===== src/rtl/ov7670_config_seq.sv =====
// ov7670_config_seq: walks the ov7670_init {addr,value} table and issues one SCCB
// write per entry. Spaces writes with an idle gap, and uses a long settle after a
// COM7 soft reset. Aborts on an accept timeout or a NACK.
// Optional build macro OV7670_CFG_RETRY_EN: a NACKed register is retried up to
// MAX_RETRIES times before the sequence aborts.
module ov7670_config_seq #(
  parameter logic [15:0] WRITE_GAP      = 16'd100,
  parameter logic [19:0] RESET_DELAY    = 20'd50000,
  parameter logic [7:0]  ACCEPT_TIMEOUT = 8'd16,
  parameter logic [1:0]  MAX_RETRIES    = 2'd3
) (
  input  logic        clk,
  input  logic        reset_n,
  input  logic        start,
  input  logic [15:0] init_data,
  input  logic        init_done,
  output logic        init_continue,
  output logic        init_reset_n,
  output logic [7:0]  sccb_addr,
  output logic [7:0]  sccb_value,
  output logic        sccb_start,
  input  logic        sccb_busy,
  input  logic        sccb_nack,
  output logic        busy,
  output logic        cfg_done,
  output logic        cfg_error,
  output logic [7:0]  reg_count
);

  localparam logic [3:0] S_IDLE    = 4'd0;
  localparam logic [3:0] S_REWIND  = 4'd1;
  localparam logic [3:0] S_FETCH   = 4'd2;
  localparam logic [3:0] S_ISSUE   = 4'd3;
  localparam logic [3:0] S_WACCEPT = 4'd4;
  localparam logic [3:0] S_WXFER   = 4'd5;
  localparam logic [3:0] S_CHECK   = 4'd6;
  localparam logic [3:0] S_GAP     = 4'd7;
  localparam logic [3:0] S_ADVANCE = 4'd8;
  localparam logic [3:0] S_DONE    = 4'd9;
  localparam logic [3:0] S_ERROR   = 4'd10;

`ifdef OV7670_CFG_RETRY_EN
  localparam logic RETRY_EN = 1'b1;
`else
  localparam logic RETRY_EN = 1'b0;
`endif
  // A zero limit turns the first NACK into an abort.
  localparam logic [1:0]  RETRY_LIMIT  = MAX_RETRIES & {2{RETRY_EN}};
  // The ISSUE cycle counts as the first cycle of the accept window.
  localparam logic [19:0] TIMEOUT_LOAD = {12'd0, ACCEPT_TIMEOUT} - 20'd1;
  localparam logic [19:0] GAP_LOAD     = {4'd0, WRITE_GAP};

  logic [3:0]  state_q, state_d;
  logic [19:0] cnt_q, cnt_d;
  logic [7:0]  addr_q, addr_d, value_q, value_d;
  logic        nack_q, nack_d;
  logic [1:0]  retries_q, retries_d;
  logic        retry_q, retry_d;
  logic [7:0]  reg_count_q, reg_count_d;
  logic        com7_reset;

  // A COM7 write with bit 7 set soft-resets the sensor and needs the long settle.
  assign com7_reset = (addr_q == 8'h12) && value_q[7];

  // Next-state and datapath updates for the sequencer.
  always_comb begin
    state_d     = state_q;
    cnt_d       = cnt_q;
    addr_d      = addr_q;
    value_d     = value_q;
    nack_d      = nack_q;
    retries_d   = retries_q;
    retry_d     = retry_q;
    reg_count_d = reg_count_q;
    case (state_q)
      S_IDLE, S_DONE, S_ERROR: begin
        if (start) begin
          state_d     = S_REWIND;
          reg_count_d = 8'd0;
          retries_d   = 2'd0;
          retry_d     = 1'b0;
        end
      end
      S_REWIND: state_d = S_FETCH;
      S_FETCH: begin
        if (init_done) begin
          state_d = S_DONE;
        end else begin
          addr_d  = init_data[15:8];
          value_d = init_data[7:0];
          state_d = S_ISSUE;
        end
      end
      S_ISSUE: begin
        cnt_d   = TIMEOUT_LOAD;
        state_d = S_WACCEPT;
      end
      S_WACCEPT: begin
        if (sccb_busy)            state_d = S_WXFER;
        else if (cnt_q <= 20'd1)  state_d = S_ERROR;
        else                      cnt_d   = cnt_q - 20'd1;
      end
      S_WXFER: begin
        if (!sccb_busy) begin
          nack_d  = sccb_nack;
          state_d = S_CHECK;
        end
      end
      S_CHECK: begin
        if (!nack_q) begin
          if (reg_count_q != 8'hff) reg_count_d = reg_count_q + 8'd1;
          retries_d = 2'd0;
          retry_d   = 1'b0;
          cnt_d     = com7_reset ? RESET_DELAY : GAP_LOAD;
          state_d   = S_GAP;
        end else if (retries_q < RETRY_LIMIT) begin
          retries_d = retries_q + 2'd1;
          retry_d   = 1'b1;
          cnt_d     = GAP_LOAD;
          state_d   = S_GAP;
        end else begin
          state_d = S_ERROR;
        end
      end
      S_GAP: begin
        if (cnt_q <= 20'd1) begin
          state_d = retry_q ? S_ISSUE : S_ADVANCE;
          retry_d = 1'b0;
        end else begin
          cnt_d = cnt_q - 20'd1;
        end
      end
      S_ADVANCE: state_d = S_FETCH;
      default:   state_d = S_IDLE;
    endcase
  end

  // State and datapath registers.
  always_ff @(posedge clk or negedge reset_n) begin
    if (!reset_n) begin
      state_q     <= S_IDLE;
      cnt_q       <= 20'd0;
      addr_q      <= 8'd0;
      value_q     <= 8'd0;
      nack_q      <= 1'b0;
      retries_q   <= 2'd0;
      retry_q     <= 1'b0;
      reg_count_q <= 8'd0;
    end else begin
      state_q     <= state_d;
      cnt_q       <= cnt_d;
      addr_q      <= addr_d;
      value_q     <= value_d;
      nack_q      <= nack_d;
      retries_q   <= retries_d;
      retry_q     <= retry_d;
      reg_count_q <= reg_count_d;
    end
  end

  // Outputs are pure state decodes, so an async reset clears them at once.
  assign init_reset_n  = (state_q != S_REWIND);
  assign init_continue = (state_q == S_ADVANCE);
  assign sccb_start    = (state_q == S_ISSUE);
  assign cfg_done      = (state_q == S_DONE);
  assign cfg_error     = (state_q == S_ERROR);
  assign busy          = (state_q != S_IDLE) && (state_q != S_DONE) && (state_q != S_ERROR);
  assign sccb_addr     = addr_q;
  assign sccb_value    = value_q;
  assign reg_count     = reg_count_q;

endmodule


===== config.mk =====
export PLATFORM = sky130hd
export DESIGN_NAME = ov7670_config_seq
export DESIGN_NICKNAME = d
export VERILOG_FILES = /design/src/rtl/ov7670_config_seq.sv
export SDC_FILE = /design/constraint.sdc
export NUM_CORES = 1
export LEC_CHECK = 0
export BUFFER_PORTS_ARGS = -buffer_cell sky130_fd_sc_hd__buf_2
export CAP_MARGIN = 40
export CORE_MARGIN = 1.5
export CORE_UTILIZATION = 48
export CTS_CLUSTER_SIZE = 10
export DETAILED_ROUTE_END_ITERATION = 8
export PLACE_DENSITY = 0.7
export SLEW_MARGIN = 40
export SYNTH_ARGS = -nofsm -noshare
export SYNTH_HDL_FRONTEND = slang
export SYNTH_SLANG_ARGS = --single-unit

===== constraint.sdc =====
create_clock -name clk -period 3.12 [get_ports clk]
set_clock_uncertainty 0.1 [all_clocks]
set_input_delay 0.312 -clock clk [delete_from_list [all_inputs] [get_ports clk]]
set_output_delay 0.312 -clock clk [all_outputs]
set_load 0.005 [all_outputs]

Yosys cells after proc, flatten, opt, wreduce, memory -nomap -nowiden:

Index checks and enable logic that the tools add are counted.

* flip-flop bits (word level): 52
* output and inout port bits: 30
* input port bits: 22

* equal/unequal tests: 23
* reduce and logical (&&, ||, !) cells: 17
* bitwise logic cells: 2
* multiplexer cells: 29
* magnitude comparators: 2
* add/sub/neg operators: 3

Operators by type and width (number)
* 20-bit two-way mux: 4
* 20-bit case mux with 4 select lines: 1
* 4-bit two-way mux: 9
* 4-bit case mux with 8 select lines: 1
* 8-bit two-way mux: 3
* 20-bit by 1-bit <= comparator with 1-bit output (second input constant): 1
* 20-bit by 1-bit subtractor with 20-bit output (second input constant): 1
* 4-bit by 3-bit equality test with 1-bit output (second input constant): 4
* 16-bit two-way mux: 1
* 8-bit case mux with 2 select lines: 1
* 4-bit equality test (second input constant): 3
* 2-bit != test (second input constant): 6
* 4-bit AND reduction: 3
* 8-bit by 1-bit adder with 8-bit output (second input constant): 1
* 4-bit by 2-bit equality test with 1-bit output (second input constant): 2
* 8-bit by 5-bit equality test with 1-bit output (second input constant): 1
* 4-bit != test (second input constant): 2
* 8-bit != test (second input constant): 1
* 4-bit nonzero test: 2
* 2-bit two-way mux: 3
* 3-bit != test (second input constant): 2
* 3-bit AND reduction: 2
* 4-bit by 1-bit equality test with 1-bit output (second input constant): 1
* 4-bit zero test: 1
* 13 further kinds: 20

Logic depth before layout (Yosys ltp):

* depth after elaboration: 5
* mapped depth: 8
* mapped depth without buffers: 7

Least setup slack after synthesis:

Ideal clock, no wire load.

* path kind: register -> register
* start point: register cnt_q[10]
* end point: register cnt_q[17]
* clock period less this slack: 2680 ps
* arrival: 2512 ps
* library setup time: 69 ps
* cell stages (with the launch flop): 8
* path slack: 440 ps
* required time: 2951 ps
* cell sequence: dfrtp_1 > or4_1 > buf_2 > or4_1 > buf_2 > or4_4 > or3_1 > nand3_1

* cells in the longest elaborated chain, start to end: 4

RTL lines
* start, declared: line 54 `logic [19:0] cnt_q, cnt_d;`
* start signal, assigned: line 151 `cnt_q <= cnt_d;`
* 20-bit by 1-bit subtractor with 20-bit output or 20-bit by 1-bit <= comparator with 1-bit output (tied branches)
* 20-bit two-way mux (*): line 100, 126
* 20-bit two-way mux: line 99 `if (sccb_busy) state_d = S_WXFER;`
* 20-bit case mux with 4 select lines (*): line 75 `case (state_q)`

Mark *: on every way between the ends. The rest lies on a longest branch, timed or not. The select of a mux whose other input is x is not followed.
A chain may end at the register's enable or synchronous reset.

Final worst setup path:

Same ends and word-level chain as after synthesis.

==> results.txt <==
- Result of the run: complete, no violations
- In this run the cell area measured after placement is 3207 um2.
* Primary flip-flop cell chosen by synthesis mapping: sky130_fd_sc_hd__dfrtp_1
- The total area inside the core boundary comes to 5574 um2.
- After detailed routing, the average wire length per cell comes to 16.19 um.
- In this run, synthesis inferred 0 flip-flops with an integrated enable.
- Combinational cells account for 48.9% of the total power.
- For this run, the post-layout net count is 389.
* Post-route non-filler standard cell count: 437
- Total of cells resized after clock tree synthesis: 0
* Psw: 1.308 mW
- In this run the worst setup path terminates at cnt_q[17].
- Across the run, the number of max-cap violations was 0.
* Maximum root-to-sink buffer count: 2
- Pin count of the biggest net entering global routing: 35
- Areal power density over the cells: 917.5 nW/um2
- Placed wire-length estimate: 5.050 mm
- Across every metal layer, demand over resource in global routing totals 23.40%.
- After clock tree synthesis, the clock-pin slew on the worst setup and hold paths is 0.10 ns.
* Residual DRC: 0
* Switching share of power: 42.78%
* Count of warnings emitted by yosys: 0
- Detailed Route WL: 7.076 mm
- Post-DRT Antenna Nets: 0
- Pin placement for this block handled 52 I/O pins.
- For the worst-skew pair, the clock arrives at the later sink with an insertion delay of 0.30 ns.
- The worst-case IR drop observed on VDD is 432.8 uV.
- Die X: 79.47 um
* TritonCTS clock tree: done
- Total die area: 6315 um2
- CTS built an H-tree with a depth of 2.
* RR Startpoint: cnt_q[10]
- Summed area of non-filler cells in the final layout: 3332 um2
- Cell internal power was estimated by the tool at 1.749 mW.
- Initial cell density of the core: 50.35%
- Along the worst path, the maximum fanout reaches 7.
* Critical path arrival: 2.91 ns
- In this run the static leakage power is 1.517 nW.
* Syn_nets: 331
* Post-synth design cell area: 2806 um2
* Yosys cell types: 51
* RSZ-0062 raised after global routing: false
* Reg power frac: 36.1%
- Summed over all instances, the cell type with the most area after synthesis is sky130_fd_sc_hd__dfrtp_1.
* Synth top area share: 43.69%
* Core occupancy in the finished layout: 59.78%
- Path category of the worst min-delay check: input pin to flop
* Worst hold slack after final layout: 0.1300 ns
- Final antenna diode count: 0
- The first global-routing pass estimated 11.78 mm of wire.
- Number of vias after detailed routing: 2666
- Most area-consuming cells after synthesis: sky130_fd_sc_hd__dfrtp_1 (44%), sky130_fd_sc_hd__mux2_2 (8.0%), sky130_fd_sc_hd__o21ai_0 (5.5%), sky130_fd_sc_hd__nor2_1 (3.2%), sky130_fd_sc_hd__a31oi_1 (3.1%)
- The number of antenna violations at the first check in global routing is 0.
- The number of clock buffers added by TritonCTS is 5.
- The tree is rooted in a sky130_fd_sc_hd__clkbuf_8.
- Worst slew margin: 53.38%
- F_max: 0.3605 GHz
- Summing the sequential cell areas from Yosys gives 43.69% of the chip area.
- Routability congestion estimate from global placement: 0.8667
- Congestion Overflow GR: 0
- For this design, the sink count on the clock tree is 49.
* Final hold viol count: 0
- Fraction of registers with async set/reset: 100.0%
- Input and output buffers added on the ports amount to 51.
- The critical path starts at cnt_q[10].
- Once placement completed, the tool counted placed cells totaling 428.
- STA classifies the critical path startpoint as a flop.
- Area grow syn2layout: 18.73%
* Share of total power in the clock network: 15.0%
- The first detailed-routing pass ran for 4 iterations.
- Fraction of layout instances using a drive strength above 1: 27.40%
- The via count of the first global-routing pass is 2539.
* Syn_area_per_cell: 9.171 um2
* Min Clock Period, post-route: 2.774 ns
- Overall die height: 79.47 um
- Setup CP Type: flop to flop
- Required time reported for the critical path endpoint: 3.25 ns
- Worst r2r path cells: 5
* Share of the clock period used by the worst path after layout: 88.90%
- Initial DRC Count: 163
- In this run the register-to-register setup slack is 0.35 ns.
- STA classifies the critical path endpoint as a flop.
- The synthesized design contains 49 register bits.
* Number of cell rows: 27
- Post-detailed-route via-to-cell ratio: 6.101
- Final number of setup-violating endpoints: 0
- For the final routed database, the setup TNS stands at 0 ns.
* Synthesized instance count: 306
* Number of max-slew violations in the final report: 0
- Slew at the pin closest to its max-slew limit: 0.6960 ns
- Number of inserted filler cells in the final layout: 487
- The endpoint identified for the worst register-to-register timing path is cnt_q[17].
cells in the mapped netlist, types with 2 or more instances:
| library cell | count |
|---|---|
| sky130_fd_sc_hd__o211ai_1 | 2 |
| sky130_fd_sc_hd__nor2b_1 | 4 |
| sky130_fd_sc_hd__nand2_1 | 18 |
| sky130_fd_sc_hd__o211a_1 | 2 |
| sky130_fd_sc_hd__and3_1 | 5 |
| sky130_fd_sc_hd__o21ai_0 | 31 |
| sky130_fd_sc_hd__or4_1 | 4 |
| sky130_fd_sc_hd__nand4_1 | 5 |
| sky130_fd_sc_hd__a31oi_1 | 14 |
| sky130_fd_sc_hd__o22ai_1 | 4 |
| sky130_fd_sc_hd__clkbuf_1 | 12 |
| sky130_fd_sc_hd__o2bb2ai_1 | 4 |
| sky130_fd_sc_hd__or3_1 | 5 |
| sky130_fd_sc_hd__nor3b_1 | 2 |
| sky130_fd_sc_hd__o31ai_1 | 5 |
| sky130_fd_sc_hd__nor3_1 | 11 |
| sky130_fd_sc_hd__nor2_1 | 24 |
| sky130_fd_sc_hd__mux2_2 | 20 |
| sky130_fd_sc_hd__inv_1 | 7 |
| sky130_fd_sc_hd__nand2b_1 | 6 |
| sky130_fd_sc_hd__a211oi_1 | 2 |
| sky130_fd_sc_hd__nor4_1 | 8 |
| sky130_fd_sc_hd__nand3_1 | 15 |
| sky130_fd_sc_hd__ha_1 | 3 |
| sky130_fd_sc_hd__buf_2 | 3 |
| sky130_fd_sc_hd__a21oi_1 | 14 |
| sky130_fd_sc_hd__dfrtp_1 | 49 |
| sky130_fd_sc_hd__a311oi_1 | 2 |
| sky130_fd_sc_hd__xor2_1 | 2 |
| sky130_fd_sc_hd__nor4b_1 | 2 |
metrics by stage:
stage	total power, mW	setup slack [ns]
3_3_place_gp	2.551	0.4185
3_5_place_dp	2.590	0.3864
4_1_cts	3.057	0.3565
2_1_floorplan	2.082	0.4396
6_report	3.057	0.3463
5_1_grt	3.282	0.2626
flip-flops by register name, summed over array words and instances, names as in the netlist:
register,flops
state_q,4
reg_count,8
sccb_value,8
sccb_addr,8
nack_q,1
cnt_q,20
cell type report:
type / instances / area (um2) / area share, %
repair buffers: 67 / 380.4 / 11.42
flip-flops and latches: 49 / 1226 / 36.80
clock inverters: 3 / 43.79 / 1.314
inverters: 7 / 26.28 / 0.7886
well taps: 72 / 90.09 / 2.704
clock buffers: 5 / 68.82 / 2.065
multi-input cells: 234 / 1496 / 44.91
routing by layer:
metal / up-vias / track usage (%) / share of wire [%]
met4: 0 / 5.088 / 0.82
met2: 83 / 38.81 / 47
met5: - / 0 / 0
met3: 9 / 4.686 / 5.4
li1: 1279 / - / -
met1: 1295 / 31.60 / 47
layout by cell type (no fill, tap or decap), drive strengths merged, types with 2 or more instances in the layout:
| master | Yosys | layout |
|---|---|---|
| nor2b | 4 | 4 |
| a211oi | 2 | 2 |
| ha | 3 | 3 |
| buf | 4 | 66 |
| and3 | 5 | 5 |
| a311oi | 2 | 2 |
| o211ai | 2 | 2 |
| a21oi | 14 | 14 |
| o211a | 2 | 2 |
| nand2b | 6 | 6 |
| clkbuf | 12 | 5 |
| nor4b | 2 | 2 |
| o22ai | 4 | 4 |
| or4 | 5 | 5 |
| a31oi | 14 | 14 |
| o31ai | 5 | 5 |
| o21ai | 31 | 31 |
| nand3 | 15 | 15 |
| dfrtp | 49 | 49 |
| inv | 7 | 8 |
| nand2 | 18 | 18 |
| nor2 | 24 | 24 |
| nor3 | 11 | 11 |
| or3 | 6 | 6 |
| nor3b | 2 | 2 |
| nand4 | 5 | 5 |
| o2bb2ai | 4 | 4 |
| xor2 | 2 | 2 |
| nor4 | 8 | 8 |
| mux2 | 20 | 20 |
timing repair:
action / 4_1_cts / 5_1_grt
hold endpoints to repair: 0 / 33
buffers inserted: 0 / 0
hold buffers: 0 / 1
cells by family after synthesis:
family                     Yosys count  share of synthesized area, %
and+or+nand+nor                    116                         22.11
DFF                                 49                         43.69
adders and majority gates            3                         1.338
xor gates and xnor gates             2                        0.6243
buffers and inverters               23                         3.210
AOI/OAI and AO/OA                   93                         21.00
muxes                               20                         8.025
worst max-delay path: stages, from the launching register on:
cell and delay, ns:
sky130_fd_sc_hd__dfrtp_1 0.40, sky130_fd_sc_hd__or4_1 0.63, sky130_fd_sc_hd__or4_1 0.64, sky130_fd_sc_hd__or4_4 0.52, sky130_fd_sc_hd__or3_1 0.35, sky130_fd_sc_hd__nand3_1 0.07
power groups by stage:
stage | Sequential (mW) | Clock (mW) | Combinational (mW)
after global routing | 1.14 | 0.496 | 1.64
after CTS | 1.10 | 0.472 | 1.48
final | 1.10 | 0.459 | 1.49
after detailed placement | 1.11 | 0 | 1.48
after global placement | 1.10 | 0 | 1.45
after floorplan | 1.01 | 0 | 1.07
how the worst min path moves through the flow:
stage                            start             to  slack (ns)  cells after the start
after floorplan                reset_n       cnt_q[0]       -0.08                      0
after global placement         reset_n     state_q[3]        0.34                      1
after detailed placement       reset_n     state_q[3]        0.34                      1
after CTS                      reset_n   reg_count[5]       0.003                      1
after global routing      init_data[6]  sccb_value[6]        0.12                      2
final                     init_data[3]  sccb_value[3]        0.13                      2
No activity file was read; power rests on OpenSTA's default activity.
